[config.mk]
export PLATFORM = sky130hd
export DESIGN_NAME = pc_unit
export DESIGN_NICKNAME = d
export VERILOG_FILES = /design/src/rtl/pc_pkg.sv /design/src/rtl/return_stack.sv /design/src/rtl/pc_unit.sv
export SDC_FILE = /design/constraint.sdc
export NUM_CORES = 1
export LEC_CHECK = 0
export CORE_MARGIN = 1.5
export CORE_UTILIZATION = 52
export DETAILED_ROUTE_END_ITERATION = 6
export PLACE_DENSITY = 0.82
export SYNTH_ARGS = -nofsm -noshare
export SYNTH_HDL_FRONTEND = slang
export SYNTH_SLANG_ARGS = --single-unit
[constraint.sdc]
create_clock -name clock -period 2.7 [get_ports clock]
set_input_delay 0.405 -clock clock [delete_from_list [all_inputs] [get_ports clock]]
set_output_delay 0.405 -clock clock [all_outputs]
set_load 0.005 [all_outputs]
[src/rtl/pc_pkg.sv]
// Shared constants and types for the program-counter unit.
//   Default*   : default parameter values for pc_unit and return_stack
//   pc_sel_e   : next-PC source selected each cycle
package pc_pkg;

  localparam int unsigned DefaultWidth       = 16;
  localparam int unsigned DefaultResetVector = 0;
  localparam int unsigned DefaultRasDepth    = 4;
  localparam int unsigned DefaultHist        = 4;

  typedef enum logic [2:0] {
    SEL_HOLD,
    SEL_INC,
    SEL_BR,
    SEL_CALL,
    SEL_RET
  } pc_sel_e;

endpackage

[src/rtl/return_stack.sv]
// Circular return-address stack.
//   clock, reset  : clock and asynchronous active-low reset
//   push, pop     : push push_data / discard top entry (never both at once)
//   push_data     : address to push
//   top           : most recently pushed entry (meaningless while empty)
//   full, empty   : occupancy flags
// A push while full overwrites the oldest entry; a pop while empty is ignored.
module return_stack
  import pc_pkg::*;
#(
  parameter int unsigned WIDTH = DefaultWidth,
  parameter int unsigned DEPTH = DefaultRasDepth
) (
  input  logic             clock,
  input  logic             reset,
  input  logic             push,
  input  logic             pop,
  input  logic [WIDTH-1:0] push_data,
  output logic [WIDTH-1:0] top,
  output logic             full,
  output logic             empty
);

  localparam int unsigned PtrW = $clog2(DEPTH);
  localparam logic [PtrW:0] FullCount = (PtrW + 1)'(DEPTH);

  logic [WIDTH-1:0] mem [DEPTH];
  logic [PtrW-1:0]  ptr_q;    // next free slot; equals the oldest slot when full
  logic [PtrW:0]    count_q;

  assign full  = (count_q == FullCount);
  assign empty = (count_q == '0);
  assign top   = mem[ptr_q - 1'b1];

  always_ff @(posedge clock or negedge reset) begin
    if (!reset) begin
      ptr_q   <= '0;
      count_q <= '0;
    end else if (push) begin
      ptr_q <= ptr_q + 1'b1;
      if (!full) count_q <= count_q + 1'b1;
    end else if (pop && !empty) begin
      ptr_q   <= ptr_q - 1'b1;
      count_q <= count_q - 1'b1;
    end
  end

  // Storage is not reset; entries are unreachable while count_q is zero.
  always_ff @(posedge clock) begin
    if (reset && push) mem[ptr_q] <= push_data;
  end

endmodule

[src/rtl/pc_unit.sv]
// Program counter with return-address stack and PC history.
//   clock, reset          : clock and asynchronous active-low reset
//   ce                    : sequential advance
//   branchFlag/callFlag/retFlag, dr : redirects and their target
//   pc, pcPlusOne         : current PC (registered) and pc+1 (combinational)
//   pcHist, histValid     : delayed PCs, slice k is stage k+1, with valid bits
//   rasUnderflow/rasOverflow : one-cycle pulses after a bad pop / full push
// Priority: ret > call > branch > ce > hold.
module pc_unit
  import pc_pkg::*;
#(
  parameter int unsigned WIDTH = DefaultWidth,
  parameter logic [WIDTH-1:0] RESET_VECTOR = WIDTH'(DefaultResetVector),
  parameter int unsigned RAS_DEPTH = DefaultRasDepth,
  parameter int unsigned HIST = DefaultHist
) (
  input  logic                  clock,
  input  logic                  reset,
  input  logic                  ce,
  input  logic                  branchFlag,
  input  logic                  callFlag,
  input  logic                  retFlag,
  input  logic [WIDTH-1:0]      dr,
  output logic [WIDTH-1:0]      pc,
  output logic [WIDTH-1:0]      pcPlusOne,
  output logic [HIST*WIDTH-1:0] pcHist,
  output logic [HIST-1:0]       histValid,
  output logic                  rasUnderflow,
  output logic                  rasOverflow
);

  pc_sel_e sel;
  logic [WIDTH-1:0] pc_q, pc_d, ras_top;
  logic ras_push, ras_pop, ras_full, ras_empty;
  logic [HIST-1:0][WIDTH-1:0] hist_q;
  logic [HIST-1:0] valid_q;
  logic underflow_q, overflow_q;

  return_stack #(
    .WIDTH (WIDTH),
    .DEPTH (RAS_DEPTH)
  ) u_ras (
    .clock     (clock),
    .reset     (reset),
    .push      (ras_push),
    .pop       (ras_pop),
    .push_data (pcPlusOne),
    .top       (ras_top),
    .full      (ras_full),
    .empty     (ras_empty)
  );

  assign pcPlusOne = pc_q + WIDTH'(1);

  always_comb begin
    sel = SEL_HOLD;
    if (retFlag)         sel = SEL_RET;
    else if (callFlag)   sel = SEL_CALL;
    else if (branchFlag) sel = SEL_BR;
    else if (ce)         sel = SEL_INC;
  end

  always_comb begin
    pc_d     = pc_q;
    ras_push = 1'b0;
    ras_pop  = 1'b0;
    unique case (sel)
      SEL_INC:  pc_d = pcPlusOne;
      SEL_BR:   pc_d = dr;
      SEL_CALL: begin
        pc_d     = dr;
        ras_push = 1'b1;
      end
      SEL_RET: begin
        // An empty stack has no return address, so fall back to dr.
        ras_pop = !ras_empty;
        pc_d    = ras_empty ? dr : ras_top;
      end
      default: ;
    endcase
  end

  always_ff @(posedge clock or negedge reset) begin
    if (!reset) begin
      pc_q        <= RESET_VECTOR;
      hist_q      <= '0;
      valid_q     <= '0;
      underflow_q <= 1'b0;
      overflow_q  <= 1'b0;
    end else begin
      pc_q        <= pc_d;
      underflow_q <= (sel == SEL_RET) && ras_empty;
      overflow_q  <= ras_push && ras_full;
      if (sel != SEL_HOLD) begin
        hist_q[0]  <= pc_q;
        valid_q[0] <= 1'b1;
        for (int k = 1; k < HIST; k++) begin
          hist_q[k]  <= hist_q[k-1];
          valid_q[k] <= valid_q[k-1];
        end
      end
    end
  end

  assign pc           = pc_q;
  assign pcHist       = hist_q;
  assign histValid    = valid_q;
  assign rasUnderflow = underflow_q;
  assign rasOverflow  = overflow_q;

endmodule

==> results of run 1 <==
==> registers in the layout, indices dropped and copies added (netlist names) <==
signal         flops
pcHist            64
u_ras.mem         64
pc                16
histValid          4
u_ras.count_q      3
u_ras.ptr_q        2
rasOverflow        1
rasUnderflow       1
==> worst paths after layout <==
check	start	endpoint	cells past startpoint	slack [ns]
max in group asynchronous	reset	pcHist[56]$_DFFE_PN0P_	3	1.14
setup / recovery	pc[4]$_DFFE_PN0P_	pcPlusOne[11]	5	0.09
min in group clock	pcHist[60]$_DFFE_PN0P_	pcHist[60]$_DFFE_PN0P_	1	0.50
hold reg to reg	pcHist[60]$_DFFE_PN0P_	pcHist[60]$_DFFE_PN0P_	1	0.50
hold / removal	reset	pc[4]$_DFFE_PN0P_	2	0.49
setup reg to reg	u_ras.count_q[2]$_DFFE_PN0P_	pc[10]$_DFFE_PN0P_	5	0.57
==> per-stage QoR <==
| stage | setup WS (ns) | util | hold WS [ns] | cell area [um2] | std cells |
|---|---|---|---|---|---|
| after floorplan | 0.5206 | - | 0.1094 | 6646 | 446 |
| after detailed placement | 0.1589 | 0.6487 | 0.3995 | 8153 | 745 |
| after CTS | 0.007826 | 0.7037 | 0.4890 | 8845 | 785 |
| final | 0.08950 | 0.7082 | 0.4885 | 8901 | 789 |
| after global placement | 0.2357 | 0.6487 | 0.3953 | 8153 | 745 |
| after global routing | -0.02916 | 0.7082 | 0.5191 | 8901 | 789 |
==> layer usage <==
metal | global-route usage | wire, um
met2 | 0.3718 | 7511
met3 | 0.05492 | 1047
met5 | 0 | 0
met4 | 0.1244 | 509
met1 | 0.2959 | 5911
==> final cells by class <==
class                           instances  share of cell area
Clock inverter                         15             0.01349
Clock buffer                           17             0.04779
Inverter                                7            0.002952
Timing Repair Buffer                  168              0.1780
Sequential cell                       155              0.4719
Tap cell                              172             0.02418
Multi-Input combinational cell        255              0.2617
==> power by group <==
part,internal (mW),switching [mW]
registers,3.32,0.492
logic,2.56,1.75
clock network,1.18,0.962
total,7.06,3.21
==> kinds of logic (layout without fill, tap and decap cells) <==
| kind of cell | after synthesis | count (layout) | synth area share |
|---|---|---|---|
| mux | 82 | 82 | 0.1717 |
| buf+inv | 36 | 207 | 0.03370 |
| fa+ha+maj | 6 | 6 | 0.01242 |
| flops | 155 | 155 | 0.6318 |
| simple gates | 99 | 99 | 0.07643 |
| xor+xnor | 23 | 23 | 0.03031 |
| compound gates | 45 | 45 | 0.04368 |
==> placed cells by master (no fill, tap or decap), types with 2 or more instances in the layout <==
| cell | n |
|---|---|
| o21ai_0 | 10 |
| dfrtp_1 | 90 |
| mux2_2 | 55 |
| clkbuf_16 | 17 |
| edfxtp_1 | 64 |
| nand3_1 | 12 |
| xor2_2 | 3 |
| inv_1 | 7 |
| clkinvlp_4 | 5 |
| nand2_1 | 34 |
| nand3_2 | 2 |
| xnor2_1 | 8 |
| xnor2_2 | 4 |
| nor2_1 | 11 |
| clkdlybuf4s50_1 | 121 |
| inv_6 | 3 |
| ha_1 | 4 |
| and3_1 | 14 |
| or3_1 | 2 |
| o22ai_1 | 5 |
| xor2_1 | 7 |
| nand4_1 | 2 |
| clkinv_4 | 6 |
| a21oi_1 | 14 |
| and4_4 | 2 |
| o31ai_1 | 3 |
| mux2_4 | 10 |
| nand2_4 | 2 |
| buf_4 | 44 |
| o211ai_1 | 2 |
| nor3_1 | 5 |
| mux4_2 | 16 |
| nor2b_1 | 3 |
==> worst max-delay path, stage by stage, from the launching register on <==
cell and delay, ns:
dfrtp_1 0.35, and4_4 0.27, and2_2 0.24, nand2_1 0.11, xnor2_2 0.25, clkdlybuf4s50_1 0.56
==> repair_timing <==
action	in CTS	in global routing
setup endpoints to repair	10	9
buffers inserted	7	4
hold buffers	1	0
gates resized for setup	17	6
hold endpoints to repair	33	0
pin swaps	5	6
==> reports/metrics.cfg, run 1 <==
[die]
rows = 41
initial_core_util = 0.5288
core_area_um2 = 12570
die_x_um = 116.1
dieHeight_um = 116.1
pin_count = 124
die_area_um2 = 13470

[cells_and_area]
final_nets = 632
multi_input_area_um2 = 2330
syn2layout_area_growth_pct = 33.92
fill_cells = 817
drive_above_1_share = 0.2934
n_antenna_cell = 0
layout.area.seq_um2 = 4200

[global_routing]
grt_antenna_before_repair = 0
grt_pass1_wl_um = 22880
grt_pass1_vias = 4316
grt_remaining_overflow = 0
grt_max_degree = 59
grtUsageTotal = 0.2322

[clock_network]
numCtsBuffers = 17
cts_root_buf = clkbuf_16
cts_max_path_buffers = 2
clkTransAtPathRegs_ns = 0.06
cts_tree = done
h-tree-depth = 4
cts_num_sinks = 155
clk_latency_ns = 0.42

[route]
wl_per_cell_um = 18.98
route.detailed.drc = 0
drt_iter0_drc = 474
drt-total-wl_um = 14980
vias = 4401
drt-pass1-iter-count = 6
postRouteAntennaNets = 0
viasPerCell = 5.578

[run_status]
outcome = completed

[sta]
fin_crit_sh = 0.9669
fin_tns_setup_ns = 0
finalHoldViolations = 0
slew_headroom = 0.3912
worstMarginPinSlew_ns = 0.9132
min_period_ns = 2.611
finalMaxSlewViolations = 0
setup_viol = 0
fmax_mhz = 383.1
rsz0062_at_grt = true
fin_skew_ns = 0.007116

[placement]
post-dp-hpwl_um = 10140
io_buffer_count = 123
place.gp.congestion = 0.9013

[min_path]
hold_path.class = input port to async pin

[yosys]
yosysTopAreaCell = dfrtp_1
syn_nets = 474
synth-main-ff-cell = dfrtp_1
synth_area_leaders = dfrtp_1, edfxtp_1, mux2_2
ys_seq_area_frac = 0.6318
synth_top_area_frac = 0.3426
postSynthAreaPerCell_um2 = 14.90
synth.distinct_cells = 51
synth_cells = 446
synth-edff-count = 64
synth-seq-cells = 155
synth.top_cells.by_count = dfrtp_1, edfxtp_1, mux2_2
synth.most_common_cell = dfrtp_1
post_synth_instance_area_um2 = 6646
synthArstFlopShare = 0.5871
yosys_warnings = 0

[run]
max_cap_violations = 0

[setup_path]
worstPathArrival_ns = 2.21
worstPathRequired_ns = 2.30
crit_path_end_kind = output port
crit_type = register to output port
cp_max_fo = 6
setup.worst_path.start_class = register

[pwr]
ir_worst_vdd_uv = 572.2
pwr_density_cell_nw_per_um2 = 1154
leakagePower_nw = 3.461
finalPower_mw = 10.27

Power figures use the tool's default switching activity.
==> run 2: changes to the inputs <==
==> constraint.sdc (replaced) <==
create_clock -name clock -period 2.7 [get_ports clock]
set_input_delay 0.81 -clock clock [delete_from_list [all_inputs] [get_ports clock]]
set_output_delay 0.81 -clock clock [all_outputs]
set_load 0.005 [all_outputs]
==> run 2 against run 1 <==
  * Clock power is 15% higher
  * Worst setup slack lost 0.068 ns
  * Highest routed layer unchanged
  * Wire length increased by 8.7%
  * Total power rose by 6.7%
==> reports/metrics.cfg, run 2 (synthesized netlist as in run 1, its figures left out) <==
[die]
initial_core_util = 0.5288
rows = 41
die_area_um2 = 13470
die_x_um = 116.1
dieHeight_um = 116.1
pin_count = 124
core_area_um2 = 12570

[sta]
finalMaxSlewViolations = 0
min_period_ns = 2.678
setup_viol = 0
fin_skew_ns = 0.009608
finalHoldViolations = 0
fin_crit_sh = 0.9919
fin_hold_ws_ns = 0.5029
fmax_mhz = 373.4
rsz0062_at_grt = true
worstMarginPinSlew_ns = 0.8638
slew_headroom = 0.4241

[clock_network]
cts_tree = done
cts_num_sinks = 155
clk_latency_ns = 0.42
cts_root_buf = clkbuf_16
clkTransAtPathRegs_ns = 0.06
cts_max_path_buffers = 2
h-tree-depth = 4
hold_buffers = 0
numCtsBuffers = 17

[route]
viasPerCell = 5.593
wl_per_cell_um = 19.90
postRouteAntennaNets = 0
route.detailed.drc = 0
drt-total-wl_um = 16280
vias = 4575
drt_iter0_drc = 481
drt-pass1-iter-count = 5

[cells_and_area]
postLayoutCoreUtil = 0.7483
finalNonFillerCells = 818
layout.area.seq_um2 = 4199
final_cell_mix = clkdlybuf4s50_1, dfrtp_1, edfxtp_1, buf_4, mux2_2
multi_input_area_um2 = 2451
drive_above_1_share = 0.3597
design_area_um2 = 9405
syn2layout_area_growth_pct = 41.51
final_nets = 660
fill_cells = 781
final_common_cell = clkdlybuf4s50_1

[run]
max_cap_violations = 0

[global_routing]
grtUsageTotal = 0.2538
grt_antenna_before_repair = 0
grt_pass1_vias = 4656
grt_pass1_wl_um = 25120
grt_max_degree = 92
grt_remaining_overflow = 0

[placement]
io_buffer_count = 123
placed_area_um2 = 8381
place.gp.congestion = 0.8984
dp_cells = 762
post-dp-hpwl_um = 10490

[setup_path]
worstPathArrival_ns = 1.87
rr_worst_depth = 5
setup.worst_path.start_class = register
crit_path_end_kind = output port
worst-r2r-setup-slack_ns = 0.66
r2r-end = pc[10]$_DFFE_PN0P_
cp_max_fo = 3
crit_end = pcPlusOne[13]
worstPathRequired_ns = 1.89
crit_type = register to output port
crit_start = pc[8]$_DFFE_PN0P_
r2r_start = u_ras.count_q[2]$_DFFE_PN0P_

[pwr]
pwr_density_cell_nw_per_um2 = 1165
leakagePower_nw = 3.746
ir_worst_vdd_uv = 675.7

[min_path]
hold_path.class = register to register

[run_status]
outcome = completed

-- run 2: cell count changes in the layout (fill, tap and decap cells not counted), sizes merged --
cell / before / now
clkinv: 7 / 1
inv: 10 / 9
clkdlybuf4s50: 121 / 106
dlygate4sd3: 1 / 0
diode: 0 / 1
buf: 45 / 78
clkinvlp: 5 / 2
dlygate4sd2: 0 / 4
clkbuf: 17 / 29
clkdlybuf4s15: 0 / 3
bufinv: 0 / 2
-- run 2: timing repair --
action,CTS,global route
pin swaps,16,15
resized for setup,65,23
endpoints found under the hold margin,0,0
setup endpoints to repair,13,12
setup buffers,16,8
-- run 2: metrics by stage --
| step | setup slack, ns | power [mW] | TNS, ns |
|---|---|---|---|
| after detailed placement | -0.07022 | 8.084 | -0.1516 |
| final | 0.02198 | 10.96 | 0 |
| after global placement | -0.008558 | 7.914 | -0.008558 |
| after CTS | -0.1646 | 10.85 | -0.3066 |
| after floorplan | 0.3770 | 5.680 | 0 |
| after global routing | -0.03534 | 11.51 | -0.1046 |
-- run 2: final cells by class --
type / instances / share of cell area
antenna: 1 / 0.0002661
clock buffer: 25 / 0.05720
clock inverter: 7 / 0.01038
inverter: 7 / 0.003193
multi-input combinational: 255 / 0.2606
sequential: 155 / 0.4465
tap: 172 / 0.02288
timing repair buffer: 196 / 0.1990
-- run 2: worst min path at each step --
stage	slack (ns)	startpoint	endpoint	depth (start not counted)
2_1_floorplan	0.48	histValid[0]$_DFFE_PN0P_	histValid[0]$_DFFE_PN0P_	1
3_3_place_gp	0.49	pcHist[61]$_DFFE_PN0P_	pcHist[61]$_DFFE_PN0P_	1
3_5_place_dp	0.49	pcHist[61]$_DFFE_PN0P_	pcHist[61]$_DFFE_PN0P_	1
4_1_cts	0.50	pcHist[61]$_DFFE_PN0P_	pcHist[61]$_DFFE_PN0P_	1
5_1_grt	0.51	pcHist[62]$_DFFE_PN0P_	pcHist[62]$_DFFE_PN0P_	1
6_report	0.50	pcHist[62]$_DFFE_PN0P_	pcHist[62]$_DFFE_PN0P_	1
-- run 2: critical path, stage by stage, from the launching register on --
cell and delay, ns:
dfrtp_1 0.36, and4_4 0.26, buf_6 0.11, and2_4 0.15
nand3_2 0.09, xnor2_2 0.15, buf_4 0.14, clkdlybuf4s15_2 0.20
-- run 2: where the power goes --
group          total [mW]  switching [mW]  internal (mW)
registers            3.82           0.501           3.32
clock network        2.48           0.901           1.58
logic                4.66            1.94           2.72
total                11.0            3.34           7.61
-- run 2: routing by layer --
layer / up-vias / track usage / share of wire
met5: - / 0 / 0
li1: 2006 / - / -
met2: 237 / 0.4090 / 0.51
met4: 0 / 0.1415 / 0.038
met1: 2281 / 0.3196 / 0.40
met3: 51 / 0.05805 / 0.058
